[src/rtl/hwag_coil_bank.sv]
// rtl/hwag_coil_bank.sv - multi-channel ignition coil output stage driven by angle window crossings
module hwag_coil_bank #(
  parameter int                     CHANNELS    = 4,
  parameter int                     ANGLE_WIDTH = 24,
  parameter logic [ANGLE_WIDTH-1:0] MAXACR      = 24'd3839,
  parameter int                     DWELL_WIDTH = 24,
  parameter bit                     ACTIVE_HIGH = 1'b1,
  localparam int                    CH_W        = (CHANNELS > 1) ? $clog2(CHANNELS) : 1
) (
  input  logic                   clk,
  input  logic                   rst,
  input  logic [ANGLE_WIDTH-1:0] angle,
  input  logic                   angle_stb,
  input  logic                   sync,
  input  logic                   wr_en,
  input  logic [CH_W-1:0]        wr_ch,
  input  logic                   wr_sel,
  input  logic [ANGLE_WIDTH-1:0] wr_data,
  input  logic [CHANNELS-1:0]    ch_ena,
  input  logic [DWELL_WIDTH-1:0] max_dwell,
  input  logic                   fault_clr,
  output logic [CHANNELS-1:0]    coil_out,
  output logic [CHANNELS-1:0]    pending,
  output logic [CHANNELS-1:0]    dwell_fault,
  output logic                   wr_err
);

  localparam int             AW     = ANGLE_WIDTH;
  localparam logic [CH_W:0]  CH_LIM = (CH_W+1)'(CHANNELS);

  // State registers
  logic [AW-1:0]          prev_q, prev_d;
  logic                   sync_d_q;
  logic                   wr_err_q, wr_err_d;
  logic [CHANNELS-1:0]    on_q, on_d;
  logic [CHANNELS-1:0]    pending_q, pending_d;
  logic [CHANNELS-1:0]    fault_q, fault_d;
  logic [AW-1:0]          set_sh_q  [CHANNELS];
  logic [AW-1:0]          set_sh_d  [CHANNELS];
  logic [AW-1:0]          rst_sh_q  [CHANNELS];
  logic [AW-1:0]          rst_sh_d  [CHANNELS];
  logic [AW-1:0]          set_act_q [CHANNELS];
  logic [AW-1:0]          set_act_d [CHANNELS];
  logic [AW-1:0]          rst_act_q [CHANNELS];
  logic [AW-1:0]          rst_act_d [CHANNELS];
  logic [DWELL_WIDTH-1:0] dwell_q   [CHANNELS];
  logic [DWELL_WIDTH-1:0] dwell_d   [CHANNELS];

  // Per-cycle decode
  logic                sync_rise, eval, wrap, wr_ok;
  logic [CHANNELS-1:0] x_set, x_rst, trip, on_nxt;

  // True when point p lies in the half-open window (prv, cur], modulo the angle wrap
  function automatic logic crossed(input logic [AW-1:0] p, input logic [AW-1:0] prv,
                                   input logic [AW-1:0] cur);
    if (cur > prv)      crossed = (p > prv) && (p <= cur);
    else if (cur < prv) crossed = (p > prv) || (p <= cur);
    else                crossed = 1'b0;
  endfunction

  // Angular distance from point p back to cur; a smaller value means p was passed later
  function automatic logic [AW:0] lateness(input logic [AW-1:0] p, input logic [AW-1:0] cur);
    if (cur >= p) lateness = {1'b0, cur} - {1'b0, p};
    else          lateness = {1'b0, cur} + {1'b0, MAXACR} + (AW+1)'(1) - {1'b0, p};
  endfunction

  // Strobe qualification and write validation
  always_comb begin
    sync_rise = sync && !sync_d_q;
    eval      = angle_stb && sync && sync_d_q;
    wrap      = eval && (angle < prev_q);
    wr_ok     = ({1'b0, wr_ch} < CH_LIM) && (wr_data <= MAXACR);
    wr_err_d  = wr_en && !wr_ok;
    prev_d    = prev_q;
    if (angle_stb || sync_rise) prev_d = angle;
  end

  // Per-channel point buffering, event resolution and dwell watchdog
  always_comb begin
    pending_d = pending_q;
    on_d      = on_q;
    fault_d   = fault_q;
    x_set     = '0;
    x_rst     = '0;
    trip      = '0;
    on_nxt    = '0;
    for (int i = 0; i < CHANNELS; i++) begin
      set_sh_d[i]  = set_sh_q[i];
      rst_sh_d[i]  = rst_sh_q[i];
      set_act_d[i] = set_act_q[i];
      rst_act_d[i] = rst_act_q[i];
      dwell_d[i]   = dwell_q[i];

      // Wrap applies the shadow; a write landing in the same cycle waits for the next wrap
      if (wrap) begin
        set_act_d[i] = set_sh_q[i];
        rst_act_d[i] = rst_sh_q[i];
        pending_d[i] = 1'b0;
      end
      if (wr_en && wr_ok && (wr_ch == CH_W'(i))) begin
        if (!wr_sel) set_sh_d[i] = wr_data;
        else         rst_sh_d[i] = wr_data;
        if (!sync) begin
          if (!wr_sel) set_act_d[i] = wr_data;
          else         rst_act_d[i] = wr_data;
        end else begin
          pending_d[i] = 1'b1;
        end
      end

      // Events use the points that were active before this strobe
      x_set[i]  = eval && crossed(set_act_q[i], prev_q, angle);
      x_rst[i]  = eval && crossed(rst_act_q[i], prev_q, angle);
      on_nxt[i] = on_q[i];
      if (x_set[i] && !x_rst[i])      on_nxt[i] = 1'b1;
      else if (x_rst[i] && !x_set[i]) on_nxt[i] = 1'b0;
      else if (x_set[i] && x_rst[i])
        on_nxt[i] = lateness(set_act_q[i], angle) < lateness(rst_act_q[i], angle);

      trip[i] = on_q[i] && (max_dwell != '0) && (dwell_q[i] == max_dwell);
      if (trip[i] || fault_q[i]) on_nxt[i] = 1'b0;
      if (!sync || !ch_ena[i])   on_nxt[i] = 1'b0;

      on_d[i]    = on_nxt[i];
      dwell_d[i] = (on_q[i] && on_nxt[i]) ? dwell_q[i] + DWELL_WIDTH'(1) : '0;
      if (trip[i])        fault_d[i] = 1'b1;
      else if (fault_clr) fault_d[i] = 1'b0;
    end
  end

  // Register update with asynchronous clear
  always_ff @(posedge clk or negedge rst) begin
    if (!rst) begin
      prev_q    <= '0;
      sync_d_q  <= 1'b0;
      wr_err_q  <= 1'b0;
      on_q      <= '0;
      pending_q <= '0;
      fault_q   <= '0;
      for (int i = 0; i < CHANNELS; i++) begin
        set_sh_q[i]  <= '0;
        rst_sh_q[i]  <= '0;
        set_act_q[i] <= '0;
        rst_act_q[i] <= '0;
        dwell_q[i]   <= '0;
      end
    end else begin
      prev_q    <= prev_d;
      sync_d_q  <= sync;
      wr_err_q  <= wr_err_d;
      on_q      <= on_d;
      pending_q <= pending_d;
      fault_q   <= fault_d;
      set_sh_q  <= set_sh_d;
      rst_sh_q  <= rst_sh_d;
      set_act_q <= set_act_d;
      rst_act_q <= rst_act_d;
      dwell_q   <= dwell_d;
    end
  end

  assign coil_out    = ACTIVE_HIGH ? on_q : ~on_q;
  assign pending     = pending_q;
  assign dwell_fault = fault_q;
  assign wr_err      = wr_err_q;

endmodule

[config.mk]
export PLATFORM = sky130hd
export DESIGN_NAME = hwag_coil_bank
export DESIGN_NICKNAME = d
export VERILOG_FILES = /design/src/rtl/hwag_coil_bank.sv
export SDC_FILE = /design/constraint.sdc
export NUM_CORES = 2
export LEC_CHECK = 0
export CAP_MARGIN = 20
export CORE_ASPECT_RATIO = 0.5
export CORE_MARGIN = 4
export CORE_UTILIZATION = 55
export CTS_BUF_LIST = sky130_fd_sc_hd__clkbuf_2
export DETAILED_ROUTE_END_ITERATION = 6
export MAX_ROUTING_LAYER = met4
export PLACE_DENSITY_LB_ADDON = 0.08
export SLEW_MARGIN = 40
export SYNTH_ARGS = -nofsm -noshare
export SYNTH_HDL_FRONTEND = slang
export SYNTH_SLANG_ARGS = --single-unit
[constraint.sdc]
create_clock -name clk -period 6.7 [get_ports clk]
set_input_delay 0.67 -clock clk [delete_from_list [all_inputs] [get_ports clk]]
set_output_delay 0.67 -clock clk [all_outputs]
set_load 0.02 [all_outputs]
==> impl_metrics.json <==
{
  "tightest_slew_ns": 0.9470,
  "vias_per_cell": 6.388,
  "cts-root-buf": "clkbuf_2",
  "critPathRequiredTime_ns": 7.99,
  "clock_latency_ns": 1.50,
  "cts_buffer_depth": 3,
  "grt_usage": 0.3993,
  "grt_pass1_wl_um": 266200,
  "netlist_area_mm2": 0.04688,
  "gp_congestion": 1.070,
  "finalWirelength_um": 179800,
  "synth.largest_area_cell": "dfrtp_1",
  "cts_made_buffers": 118,
  "drt_iter0_markers": 5341,
  "post_drt_wl_per_cell_um": 25.66,
  "area_growth_pct": 11.14,
  "async_reset_ff_frac": 1.000,
  "die_h_um": 214.5,
  "synthFlopType": "dfrtp_1",
  "instances_no_fill": 7005,
  "synth.distinct_cells": 102,
  "syn_inst": 5502,
  "post-route-period-util": 0.9339,
  "portBuffers": 97,
  "maxCapViolations": 0,
  "ios": 98,
  "slew-limit-headroom": 0.3664,
  "status": "complete, but fails checks",
  "clkSlewWorstSetupHoldPaths_ns": 0.13,
  "place_inst": 6763,
  "nets": 6518,
  "core_mm2": 0.08417,
  "yosys_register_bits": 518,
  "drive_above_1_share": 0.1092,
  "power_density_mw_per_mm2": 156.7,
  "mostFrequentLayoutCell": "nand2_1",
  "synth_nets": 6232,
  "peakVddDrop_uv": 204.8,
  "ys_top_cells_by_area": "dfrtp_1, ha_1, xnor2_1",
  "fin_skew_ns": 0.1760,
  "fill_cells": 7408,
  "synth_top_area_frac": 0.2765,
  "die_w_um": 420.9,
  "overflow": 0,
  "min_path_type": "input port to register",
  "drc": 6,
  "row_count": 75,
  "min_period_ns": 6.257,
  "critPathMaxFanout": 25,
  "power.leakage_nw": 24.38,
  "setup_viol": 0,
  "die-area_mm2": 0.09026,
  "initial_core_util": 0.5570,
  "critPathKind": "register to register",
  "ant_nets": 0,
  "rsz0062_at_grt": "no",
  "dp_hpwl_um": 140200,
  "cts_max_level": 3,
  "finalHoldViolations": 0,
  "synth_edf_count": 0,
  "first_global_vias": 41830,
  "antenna_found_initial": 10,
  "critPathArrivalTime_ns": 7.55,
  "cts.sinks": 518,
  "vias": 44750,
  "total_power_mw": 8.167,
  "cts_tree": "yes",
  "final-max-slew-violation-count": 0,
  "yosysWarningCount": 0,
  "final_cell_mix": "nand2_1, ha_1, dfrtp_1, a21oi_1, inv_1",
  "dr.pass1.iters": 7,
  "start_kind": "register",
  "ys_seq_area_frac": 0.2765,
  "grt_max_degree": 164,
  "violations": "design-rule violations",
  "fmax_mhz": 159.8,
  "worst_setup_path_end_kind": "register",
  "avgSynthCellArea_um2": 8.521,
  "final_util": 0.6190
}
-- registers in the layout (all words and copies together), names as in the netlist --
name and count:
pending 4, set_sh_q 96, rst_sh_q 96, wr_err 1
coil_out 4, dwell_fault 4, rst_act_q 96, prev_q 24
sync_d_q 1, dwell_q 96, set_act_q 96
-- per-layer routing --
metal,routed length (um),track usage
met3,24390,0.1290
met1,81590,0.5846
met5,0,-
met4,4819,0.1027
met2,68960,0.5214
-- critical path, stage by stage, from the launching register on --
cell and delay (ns):
dfrtp_1 0.39, inv_1 0.10, ha_1 0.38, and4_1 0.25, and3_1 0.26, nand3_1 0.12
or4_1 0.53, buf_4 0.20, a21boi_1 0.14, o21a_2 0.33, o21ai_0 0.42, ha_1 0.33
a21o_1 0.17, a21oi_1 0.15, nor2b_1 0.06, o21ai_0 0.16, nand2b_1 0.09, a221oi_1 0.66
buf_4 0.22, o21ai_0 0.09, buf_4 0.17, a2111o_1 0.45, buf_12 0.18, a21oi_1 0.17
-- timing repair --
| action | in CTS | in global routing |
|---|---|---|
| hold buffers | 17 | 2 |
| setup buffers | 0 | 0 |
| hold endpoints to repair | 304 | 32 |
| resized for setup | 0 | 0 |
-- final cells by class --
type	count	area, um2	area share
antenna	11	27.53	0.0005283
clock buffer	167	835.8	0.01604
clock inverter	43	304.0	0.005835
inverter	323	1212	0.02327
multi-input combinational	4474	32080	0.6156
sequential	518	12960	0.2488
tap	1116	1396	0.02680
timing repair buffer	353	3291	0.06315
-- stage by stage --
| step | hold WS, ns | area [um2] | worst slack, ns | setup TNS, ns |
|---|---|---|---|---|
| after floorplan | 0.3744 | 46880 | 1.026 | 0 |
| after global placement | 0.4632 | 50480 | -0.03996 | -1.389 |
| after detailed placement | 0.4706 | 50660 | -0.1084 | -1.976 |
| after CTS | 0.01895 | 51990 | 0.7233 | 0 |
| after global routing | 0.04525 | 52100 | 0.2515 | 0 |
| final | 0.1340 | 52110 | 0.4432 | 0 |
-- cells by family (layout without fill, tap and decap cells) --
group	Yosys count	in the layout	share of synthesized area
other	0	11	0
DFF	518	518	0.2765
xor gates and xnor gates	458	458	0.08556
buffers and inverters	510	886	0.04326
AOI/OAI and AO/OA	1437	1437	0.1945
adders and majority gates	645	645	0.1734
muxes	234	234	0.05319
and+or+nand+nor	1700	1700	0.1736
-- worst paths after layout --
check | slack, ns | start | cells after the start | to
min in group asynchronous | 0.41 | rst | 4 | set_act_q[81]$_DFF_PN0_
setup reg to reg | 0.44 | rst_act_q[59]$_DFF_PN0_ | 23 | dwell_q[53]$_DFF_PN0_
hold / removal | 0.13 | angle[17] | 3 | prev_q[17]$_DFFE_PN0P_
hold reg to reg | 0.42 | rst_sh_q[79]$_DFFE_PN0P_ | 2 | rst_act_q[79]$_DFF_PN0_
max in group asynchronous | 5.00 | rst | 6 | set_sh_q[55]$_DFFE_PN0P_
setup / recovery | 0.44 | rst_act_q[59]$_DFF_PN0_ | 23 | dwell_q[53]$_DFF_PN0_
-- power breakdown --
group	total, mW	switching, mW	internal [mW]
Sequential	3.16	0.0136	3.14
Combinational	2.71	1.67	1.04
Clock	2.30	1.45	0.846
Total	8.17	3.14	5.03
-- synthesized netlist by cell type (104+ instances only) --
library cell,count
a21o_1,191
a21oi_1,468
clkbuf_1,141
dfrtp_1,518
ha_1,637
inv_1,323
mux2_2,121
mux2i_1,113
nand2_1,640
nand3_1,128
nand4_1,112
nor2_1,311
nor2b_1,104
o21ai_0,313
xnor2_1,316
xor2_1,142
Power figures use the tool's default switching activity.
